==> src/rtl/bp_cache_flush_sequencer.sv <==
// bp_cache_flush_sequencer: walks every set/way of an L1 cache to
// write back dirty lines and invalidate tag/stat state (flush or clear).
package bp_cache_flush_pkg;
  typedef enum logic [2:0] {
    e_COH_I = 3'd0
    ,e_COH_S = 3'd1
    ,e_COH_E = 3'd2
    ,e_COH_F = 3'd3
    ,e_COH_M = 3'd4
    ,e_COH_O = 3'd5
  } bp_coh_states_e;

  typedef enum logic [1:0] {
    e_cache_stat_mem_set_clear = 2'd0
    ,e_cache_stat_mem_read = 2'd1
    ,e_cache_stat_mem_clear_dirty = 2'd2
  } bp_cache_stat_mem_opcode_e;

  typedef enum logic [2:0] {
    e_cache_tag_mem_set_clear = 3'd0
    ,e_cache_tag_mem_set_tag = 3'd1
    ,e_cache_tag_mem_invalidate = 3'd2
    ,e_cache_tag_mem_read = 3'd3
  } bp_cache_tag_mem_opcode_e;

  typedef enum logic [1:0] {
    e_cache_data_mem_write = 2'd0
    ,e_cache_data_mem_read = 2'd1
    ,e_cache_data_mem_uncached = 2'd2
  } bp_cache_data_mem_opcode_e;
endpackage

module bp_cache_flush_sequencer
  import bp_cache_flush_pkg::*;
#(
  parameter int paddr_width_p = 40
  ,parameter int ptag_width_p = 28
  ,parameter int sets_p = 64
  ,parameter int assoc_p = 8
  ,parameter int block_width_p = 512
  ,localparam int lg_sets_lp =
    (sets_p > 1) ? $clog2(sets_p) : 1
  ,localparam int lg_assoc_lp =
    (assoc_p > 1) ? $clog2(assoc_p) : 1
  ,localparam int coh_w_lp = $bits(bp_coh_states_e)
  ,localparam int stat_pkt_w_lp =
    $bits(bp_cache_stat_mem_opcode_e)
    + lg_sets_lp + lg_assoc_lp
  ,localparam int tag_pkt_w_lp =
    $bits(bp_cache_tag_mem_opcode_e)
    + lg_sets_lp + lg_assoc_lp
    + ptag_width_p + coh_w_lp
  ,localparam int data_pkt_w_lp =
    $bits(bp_cache_data_mem_opcode_e)
    + lg_sets_lp + lg_assoc_lp
  ,localparam int offset_w_lp =
    paddr_width_p - ptag_width_p - lg_sets_lp
)(
  input  logic clk_i
  ,input  logic reset_n_i
  ,input  logic flush_v_i
  ,input  logic flush_mode_i
  ,output logic ready_o
  ,output logic done_v_o
  ,output logic [15:0] wb_count_o
  ,output logic stat_mem_pkt_v_o
  ,output logic [stat_pkt_w_lp-1:0] stat_mem_pkt_o
  ,input  logic stat_mem_pkt_yumi_i
  ,input  logic [assoc_p-1:0] stat_mem_dirty_i
  ,output logic tag_mem_pkt_v_o
  ,output logic [tag_pkt_w_lp-1:0] tag_mem_pkt_o
  ,input  logic tag_mem_pkt_yumi_i
  ,input  logic [ptag_width_p-1:0] tag_mem_tag_i
  ,input  logic [coh_w_lp-1:0] tag_mem_state_i
  ,output logic data_mem_pkt_v_o
  ,output logic [data_pkt_w_lp-1:0] data_mem_pkt_o
  ,input  logic data_mem_pkt_yumi_i
  ,input  logic [block_width_p-1:0] data_mem_i
  ,output logic wb_v_o
  ,input  logic wb_ready_i
  ,output logic [paddr_width_p-1:0] wb_addr_o
  ,output logic [block_width_p-1:0] wb_data_o
);

  typedef struct packed {
    bp_cache_stat_mem_opcode_e opcode;
    logic [lg_sets_lp-1:0] index;
    logic [lg_assoc_lp-1:0] way_id;
  } stat_pkt_s;

  typedef struct packed {
    bp_cache_tag_mem_opcode_e opcode;
    logic [lg_sets_lp-1:0] index;
    logic [lg_assoc_lp-1:0] way_id;
    logic [ptag_width_p-1:0] tag;
    logic [coh_w_lp-1:0] state;
  } tag_pkt_s;

  typedef struct packed {
    bp_cache_data_mem_opcode_e opcode;
    logic [lg_sets_lp-1:0] index;
    logic [lg_assoc_lp-1:0] way_id;
  } data_pkt_s;

  localparam logic [3:0] IDLE     = 4'd0;
  localparam logic [3:0] STAT_RD  = 4'd1;
  localparam logic [3:0] STAT_CAP = 4'd2;
  localparam logic [3:0] TAG_RD   = 4'd3;
  localparam logic [3:0] TAG_CAP  = 4'd4;
  localparam logic [3:0] DATA_RD  = 4'd5;
  localparam logic [3:0] DATA_CAP = 4'd6;
  localparam logic [3:0] WB       = 4'd7;
  localparam logic [3:0] CLR_TAG  = 4'd8;
  localparam logic [3:0] CLR_STAT = 4'd9;
  localparam logic [3:0] DONE     = 4'd10;

  logic [3:0] state_r, state_n;
  logic [lg_sets_lp-1:0] index_r;
  logic [lg_assoc_lp-1:0] way_r;
  logic mode_r;
  logic [15:0] wb_count_r;
  logic [assoc_p-1:0] dirty_r;
  logic [ptag_width_p-1:0] tag_r;
  logic [block_width_p-1:0] data_r;

  logic accept, last_way, last_index;
  logic need_wb, wb_hs, way_adv, index_adv;
  stat_pkt_s stat_pkt;
  tag_pkt_s tag_pkt;
  data_pkt_s data_pkt;

  assign accept = (state_r == IDLE) & flush_v_i;
  assign last_way =
    (way_r == lg_assoc_lp'(assoc_p - 1));
  assign last_index =
    (index_r == lg_sets_lp'(sets_p - 1));
  assign need_wb = dirty_r[way_r]
    & (tag_mem_state_i != e_COH_I);
  assign wb_hs = (state_r == WB) & wb_ready_i;
  assign way_adv = wb_hs
    | ((state_r == TAG_CAP) & ~need_wb);
  assign index_adv = (state_r == CLR_STAT)
    & stat_mem_pkt_yumi_i & ~last_index;

  // next-state walk over sets and ways
  always_comb begin
    state_n = state_r;
    unique case (state_r)
      IDLE:
        if (flush_v_i)
          state_n = flush_mode_i ? CLR_TAG : STAT_RD;
      STAT_RD:
        if (stat_mem_pkt_yumi_i) state_n = STAT_CAP;
      STAT_CAP: state_n = TAG_RD;
      TAG_RD:
        if (tag_mem_pkt_yumi_i) state_n = TAG_CAP;
      TAG_CAP:
        if (need_wb) state_n = DATA_RD;
        else state_n = last_way ? CLR_TAG : TAG_RD;
      DATA_RD:
        if (data_mem_pkt_yumi_i) state_n = DATA_CAP;
      DATA_CAP: state_n = WB;
      WB:
        if (wb_ready_i)
          state_n = last_way ? CLR_TAG : TAG_RD;
      CLR_TAG:
        if (tag_mem_pkt_yumi_i) state_n = CLR_STAT;
      CLR_STAT:
        if (stat_mem_pkt_yumi_i) begin
          if (last_index) state_n = DONE;
          else state_n = mode_r ? CLR_TAG : STAT_RD;
        end
      DONE: state_n = IDLE;
      default: state_n = IDLE;
    endcase
  end

  // control state, walk counters and writeback count
  always_ff @(posedge clk_i) begin
    if (!reset_n_i) begin
      state_r <= IDLE;
      index_r <= '0;
      way_r <= '0;
      mode_r <= 1'b0;
      wb_count_r <= '0;
    end else begin
      state_r <= state_n;
      if (accept) begin
        index_r <= '0;
        way_r <= '0;
        mode_r <= flush_mode_i;
        wb_count_r <= '0;
      end
      if (way_adv && !last_way)
        way_r <= way_r + lg_assoc_lp'(1);
      if (index_adv) begin
        index_r <= index_r + lg_sets_lp'(1);
        way_r <= '0;
      end
      if (wb_hs && (wb_count_r != 16'hFFFF))
        wb_count_r <= wb_count_r + 16'd1;
    end
  end

  // read-data capture, one cycle after each read yumi
  always_ff @(posedge clk_i) begin
    if (state_r == STAT_CAP) dirty_r <= stat_mem_dirty_i;
    if (state_r == TAG_CAP) tag_r <= tag_mem_tag_i;
    if (state_r == DATA_CAP) data_r <= data_mem_i;
  end

  // packet fields derive only from held state, so stay stable
  always_comb begin
    stat_pkt.opcode = (state_r == CLR_STAT)
      ? e_cache_stat_mem_set_clear
      : e_cache_stat_mem_read;
    stat_pkt.index = index_r;
    stat_pkt.way_id = way_r;
    tag_pkt.opcode = (state_r == CLR_TAG)
      ? e_cache_tag_mem_set_clear
      : e_cache_tag_mem_read;
    tag_pkt.index = index_r;
    tag_pkt.way_id = way_r;
    tag_pkt.tag = '0;
    tag_pkt.state = e_COH_I;
    data_pkt.opcode = e_cache_data_mem_read;
    data_pkt.index = index_r;
    data_pkt.way_id = way_r;
  end

  assign ready_o = (state_r == IDLE);
  assign done_v_o = (state_r == DONE);
  assign wb_count_o = wb_count_r;
  assign stat_mem_pkt_v_o =
    (state_r == STAT_RD) | (state_r == CLR_STAT);
  assign tag_mem_pkt_v_o =
    (state_r == TAG_RD) | (state_r == CLR_TAG);
  assign data_mem_pkt_v_o = (state_r == DATA_RD);
  assign stat_mem_pkt_o = stat_pkt;
  assign tag_mem_pkt_o = tag_pkt;
  assign data_mem_pkt_o = data_pkt;
  assign wb_v_o = (state_r == WB);
  assign wb_addr_o =
    {tag_r, index_r, {offset_w_lp{1'b0}}};
  assign wb_data_o = data_r;

endmodule
==> config.mk <==
export PLATFORM = sky130hd
export DESIGN_NAME = bp_cache_flush_sequencer
export DESIGN_NICKNAME = d
export VERILOG_FILES = /design/src/rtl/bp_cache_flush_sequencer.sv
export SDC_FILE = /design/constraint.sdc
export NUM_CORES = 1
export LEC_CHECK = 0
export BUFFER_PORTS_ARGS = -buffer_cell sky130_fd_sc_hd__buf_2
export CAP_MARGIN = 10
export CORE_AREA = 2 2 472 474
export CTS_BUF_LIST = sky130_fd_sc_hd__clkbuf_8 sky130_fd_sc_hd__clkbuf_16
export CTS_CLUSTER_SIZE = 16
export DETAILED_ROUTE_END_ITERATION = 8
export DIE_AREA = 0 0 474 476
export GPL_TIMING_DRIVEN = 0
export HOLD_SLACK_MARGIN = 0.12
export REMOVE_ABC_BUFFERS = 1
export SLEW_MARGIN = 20
export SYNTH_ARGS = -nofsm -noshare
export SYNTH_HDL_FRONTEND = slang
export SYNTH_SLANG_ARGS = --single-unit
==> constraint.sdc <==
create_clock -name clk_i -period 67.9 [get_ports clk_i]
set_clock_uncertainty 0.15 [all_clocks]
set_input_delay 3.395 -clock clk_i [delete_from_list [all_inputs] [get_ports clk_i]]
set_output_delay 3.395 -clock clk_i [all_outputs]
set_load 0.01 [all_outputs]
==> results of run 1 <==
[kinds of logic after synthesis]
group | Yosys count | share of synthesized area [%]
compound gates | 60 | 2.42
mux | 12 | 0.642
flops | 578 | 90.2
other cells | 2 | 0.0397
simple gates | 111 | 3.11
buf+inv | 87 | 3.05
xor+xnor | 6 | 0.278
fa+ha+maj | 4 | 0.265
[power groups by stage]
stage | logic (W) | registers [W] | clock network, W
floorplan | 0.0000124 | 0.000401 | 0
global placement | 0.0000334 | 0.000401 | 0
CTS | 0.0000355 | 0.000394 | 0.000470
detailed placement | 0.0000354 | 0.000402 | 0
finish | 0.0000363 | 0.000394 | 0.000451
global route | 0.0000395 | 0.000395 | 0.000480
[worst max-delay path, cell delays in order (launching register included)]
cell and delay (ns):
dfxtp_1 0.48, nor4_1 0.83, buf_2 0.30
[Yosys cell counts (2+ instances only)]
library cell  count  area, sq um
a211o_1           5         43.8
a21o_1            4         30.0
a21oi_1          16         80.1
a22o_1            5         43.8
a31oi_1           5         31.3
and3_1            6         37.5
and4_1            2         17.5
buf_2             2         10.0
buf_4            66          495
clkbuf_1          7         26.3
conb_1            2         7.51
dfxtp_1          30          601
edfxtp_1        548        16500
ha_1              4         50.1
inv_1            10         37.5
mux2i_1          11          110
nand2_1          23         86.3
nand2b_1          6         37.5
nand3_1          14         70.1
nand3b_1          4         30.0
nand4_1           7         43.8
nor2_1           20         75.1
nor3_1            9         45.0
nor3b_1           4         30.0
nor4_1            2         12.5
o211ai_1          2         15.0
o21ai_0           5         25.0
o21bai_1          3         22.5
o2bb2ai_1         2         17.5
o32ai_1           2         17.5
or2_2             6         37.5
or3_1             2         12.5
xnor2_1           5         43.8
[layout make-up]
type | count | area (sq um) | share of cell area [%]
flip-flops and latches | 578 | 17100 | 54.1
repair buffers | 1183 | 6420 | 20.3
well taps | 2975 | 3720 | 11.8
clock buffers | 86 | 2140 | 6.79
multi-input cells | 234 | 1440 | 4.55
clock inverters | 69 | 669 | 2.12
diodes | 25 | 62.6 | 0.198
inverters | 11 | 41.3 | 0.131
[routing by layer]
metal	track usage [%]	part of all wire, %
met4	3.72	4.1
met5	0	0.077
met3	13.6	20
met2	25.1	46
met1	12.8	29
[sequential cells by signal (all words and copies together), names as in the netlist]
signal,cells
state_r,4
way_r,3
wb_count_o,16
index_r,6
wb_data_o,512
tag_r,28
mode_r,1
dirty_r,8
[how the worst min path moves through the flow]
stage	startpoint	endpoint	slack [ns]	cells past startpoint
floorplan	mode_r	mode_r	0.30	2
global placement	mode_r	mode_r	0.31	2
detailed placement	mode_r	mode_r	0.33	2
CTS	mode_r	mode_r	0.34	2
global route	mode_r	mode_r	0.37	2
finish	mode_r	mode_r	0.34	2
[metrics by stage]
| step | hold slack (ns) | worst slack (ns) |
|---|---|---|
| finish | 0.337 | 62.06 |
| global route | 0.372 | 61.91 |
| CTS | 0.336 | 62.03 |
| detailed placement | 0.329 | 62.82 |
| global placement | 0.309 | 30.76 |
| floorplan | 0.300 | 44.47 |
==> run metrics, run 1 <==
status complete, no violations; Finished Layout Cells 5161; H-tree depth 3; Root Driver clkbuf_16; Global Route Usage Sum 14.9%; final hold viol count 0; die span in y 476 um; switching power of the nets 0.000217 W; # fillers 24600; Peak Freq 171 MHz; synthesized area 18900 sq um; CP endpoint kind output port; total CTS buffers 83; most frequent cells in the layout buf_2 (1156), edfxtp_1 (548), clkbuf_16 (85), conb_1 (41), dfxtp_1 (30); Clock Path Buffers 3; Net Sw Frac 24.6%; DRT antenna net count 0; wire per inst 33.8 um; Layout area overhead 66.8%; unique cell type count in the Yosys netlist 54; DRC 0; Setup Buffers After CTS 0; FF+latch count, synth 578; peak supply drop 0.0000183 V; ys flop type edfxtp_1; worst r2r path cells 11; largest net degree at the start of global routing 32; r2r setup slk 64.02 ns; vias per inst 2.84; unrepaired setup endpoints after global routing false; final core utilization 14.3%; Comb power frac 4.1%; GRT overflow 0; Slew Limit Fails 0; die width 474 um; initial antenna violation count 275; num rows 173; max cap viols 0; Final HPWL DP 157 mm; core area 221000 sq um; Clk pwr share 51.1%; vias in the first global route 14200; Mapped Avg Cell Area 22.0 sq um; Leak 12.0 nW; Routed WL 174 mm; clk_lat worst skew 0.69 ns; drt pass-1 iters 5; Post-synth EDFFs 548; dpl cell area 28700 sq um; Tot Pwr 0.000882 W; initial core utilization 8.56%; die area 226000 sq um; Worst Path Max Fanout 17; Hold Buf Count CTS 0; fin crit period 5.84 ns; asr flop ratio synth 0%; Req. time, crit path 64.35 ns; Setup Crit Path Kind register to output port; Post-Layout Inst Area 31500 sq um; Int Pwr 0.000665 W; CTS tree done; gp weighted congestion 0.857; CP startpoint kind register; first-pass GRT wire length 202 mm; Post-Syn Instances 860; via count 14700; Flop pwr share 44.7%; worst slew pin tran 0.959 ns; Final Cycle Share 8.60%; Final nets 2654; Pwr Density 27.9 nW/um^2; reg2reg start state_r[1]; crit path capture ready_o; Crit. Startpoint state_r[3]; placed instance count 4981; worst endpoint data arrival time 2.30 ns; Crit Reg-Reg Endpoint wb_data_o[451]; share of layout cells above drive strength 1 61.6%; Clk pin slew, worst setup/hold paths 0.05 ns; DR iter-0 viols 765; PortBufs 1156; Final setup viols 0; commonest non-fill, non-tap cell in the layout buf_2; Max transition margin 35.7%; Setup Total Neg Slack 0 ns; register area share after synthesis 90.2%; post_cts resized 0; YS warnings 0; clk sink count 578; io pins 1198; worst hold-check path type register to register
(Power assumes the default switching activity.)
==> run 2, diff against run 1 <==
==> constraint.sdc (replaced) <==
create_clock -name clk_i -period 6.1 [get_ports clk_i]
set_clock_uncertainty 0.15 [all_clocks]
set_input_delay 0.305 -clock clk_i [delete_from_list [all_inputs] [get_ports clk_i]]
set_output_delay 0.305 -clock clk_i [all_outputs]
set_load 0.01 [all_outputs]
==> run 2 against run 1 <==
  * Cell count increased by 15%
  * Cell area rose by 24%
  * Sequential cell count stayed put
  * Critical path type is now register to register
  * Largest cell class unchanged
  * Largest power group unchanged
==> run metrics, run 2 (same netlist as run 1, synthesis figures left out) <==
Clk pin slew, worst setup/hold paths 0.06 ns (about the same); worst hold-check path type input port to register; final core utilization 17.7% (+3.5 points); Slew Limit Fails 0 (unchanged); Worst Path Max Fanout 30 (+13); r2r setup slk 2.22 ns (-61.80 ns); Req. time, crit path 6.35 ns (-58.00 ns); H-tree depth 3 (unchanged); DRC 0 (unchanged); Leak 15.2 nW (+26%); Crit. Startpoint state_r[1]; Peak Freq 258 MHz; slowest cell on the critical path dfxtp_1; drt pass-1 iters 5 (unchanged); total CTS buffers 83 (unchanged); Crit Reg-Reg Endpoint wb_data_o[451]; core area 221000 sq um (unchanged); largest net degree at the start of global routing 32 (unchanged); gp weighted congestion 0.857 (unchanged); Root Driver clkbuf_16; status complete, no violations; PortBufs 1156 (unchanged); share of layout cells above drive strength 1 45.7% (-16 points); Largest register FFs 512 (unchanged); num rows 173 (unchanged); DRT antenna net count 0 (unchanged); CP startpoint kind register; DR iter-0 viols 910 (+19%); # fillers 24100 (-2.2%); io pins 1198 (unchanged); initial core utilization 8.56% (unchanged); Final Cycle Share 63.6%; Clock Path Buffers 3 (unchanged); Reg area 17100 sq um (unchanged); via count 17400 (+19%); max cap viols 0 (unchanged); Final HPWL DP 157 mm (unchanged); Setup Buffers After CTS 0 (unchanged); clk_lat worst skew 0.69 ns (about the same); Setup Crit Path Kind register to register; final hold viol count 0 (unchanged); most frequent cells in the layout buf_2 (1156), dlygate4sd3_1 (757), edfxtp_1 (548), clkbuf_16 (85), conb_1 (41); CP endpoint kind register; die span in y 476 um (unchanged); peak supply drop 0.000193 V (+960%); CP most frequent cell buf_16; first-pass GRT wire length 214 mm (+5.9%); die area 226000 sq um (unchanged); Final setup viols 0 (unchanged); Final nets 3411 (+29%); worst r2r path cells 11 (unchanged); wire per inst 30.4 um (-10%); unrepaired setup endpoints after global routing false; CP cell instances nand2b_1, nor2_4, buf_16, buf_16, buf_12, buf_16, buf_16, buf_16, buf_12, buf_16, buf_12; GRT overflow 0 (unchanged); worst slew pin tran 0.850 ns (-0.109 ns); Setup Total Neg Slack 0 ns (unchanged); vias in the first global route 18200 (+28%); worst endpoint data arrival time 4.13 ns (+1.83 ns); die width 474 um (unchanged); vias per inst 2.93 (+3.1%); Routed WL 180 mm (+3.5%); reg2reg start state_r[1]; clk sink count 578 (unchanged); Max transition margin 42.8% (+7.2 points); Multi-input gate area 1440 sq um (unchanged); Global Route Usage Sum 15.4% (+0.49 points); Critical Path Max Stage Delay 0.71 ns (-0.12 ns); Pwr Density 263 nW/um^2 (+840%); Tot Pwr 0.0103 W (+1100%); initial antenna violation count 193 (-30%); crit path capture wb_data_o[451]; Layout area overhead 107%; fin crit period 3.88 ns; commonest non-fill, non-tap cell in the layout buf_2; CTS tree done
## run 2: changes by cell type in the layout (fill, tap and decap cells not counted)
cell	delta
inv_2	+1
diode_2	+20
dlygate4sd3_1	+757
clkinv_1	-1
## run 2: final cells by class
class | count | share of cell area, %
antenna | 45 | 0.287
timing repair buffer | 1940 | 35.7
clock buffer | 86 | 5.46
multi-input combinational | 234 | 3.66
sequential | 578 | 43.5
inverter | 11 | 0.105
clock inverter | 69 | 1.71
tap | 2975 | 9.50
## run 2: repair_timing
action,CTS,global route
hold buffers,757,0
endpoints found under the hold margin,575,0
setup endpoints to repair,0,0
resized for setup,0,0
## run 2: where the power goes
group,switching [W],total [W],internal (W)
logic,0.000365,0.000890,0.000525
clock network,0.00218,0.00503,0.00285
registers,0.0000414,0.00439,0.00435
## run 2: worst max-delay path: cells and delay by family (launching register included)
family	cells	cell delay, ns
flip-flops	1	0.71
AND/OR/NAND/NOR	2	0.89
buffers and inverters	9	1.72
## run 2: metrics by stage
stage	setup WS, ns	instances	cell area (sq um)	hold WS, ns
3_5_place_dp	2.28	4981	28700	0.329
6_report	2.22	5938	39200	0.198
3_3_place_gp	-31.04	4954	28000	0.309
5_1_grt	2.10	5932	39200	0.135
2_1_floorplan	-17.33	823	18500	0.254
4_1_cts	2.32	5893	39100	0.120
## run 2: how the worst min path moves through the flow
stage	startpoint	to	slack, ns	cells after the start
6_report	data_mem_i[435]	wb_data_o[435]	0.20	2
3_5_place_dp	mode_r	mode_r	0.33	2
2_1_floorplan	stat_mem_dirty_i[0]	dirty_r[0]	0.25	0
3_3_place_gp	mode_r	mode_r	0.31	2
5_1_grt	data_mem_i[378]	wb_data_o[378]	0.14	2
4_1_cts	stat_mem_dirty_i[1]	dirty_r[1]	0.12	2
## run 2: routing by layer
layer | track usage, % | vias to the layer above | share of wire (%)
met5 | 0 | - | 0.021
met2 | 25.6 | 1396 | 46
li1 | - | 7337 | -
met1 | 13.4 | 8182 | 30
met4 | 4.60 | 6 | 4.2
met3 | 13.7 | 496 | 20
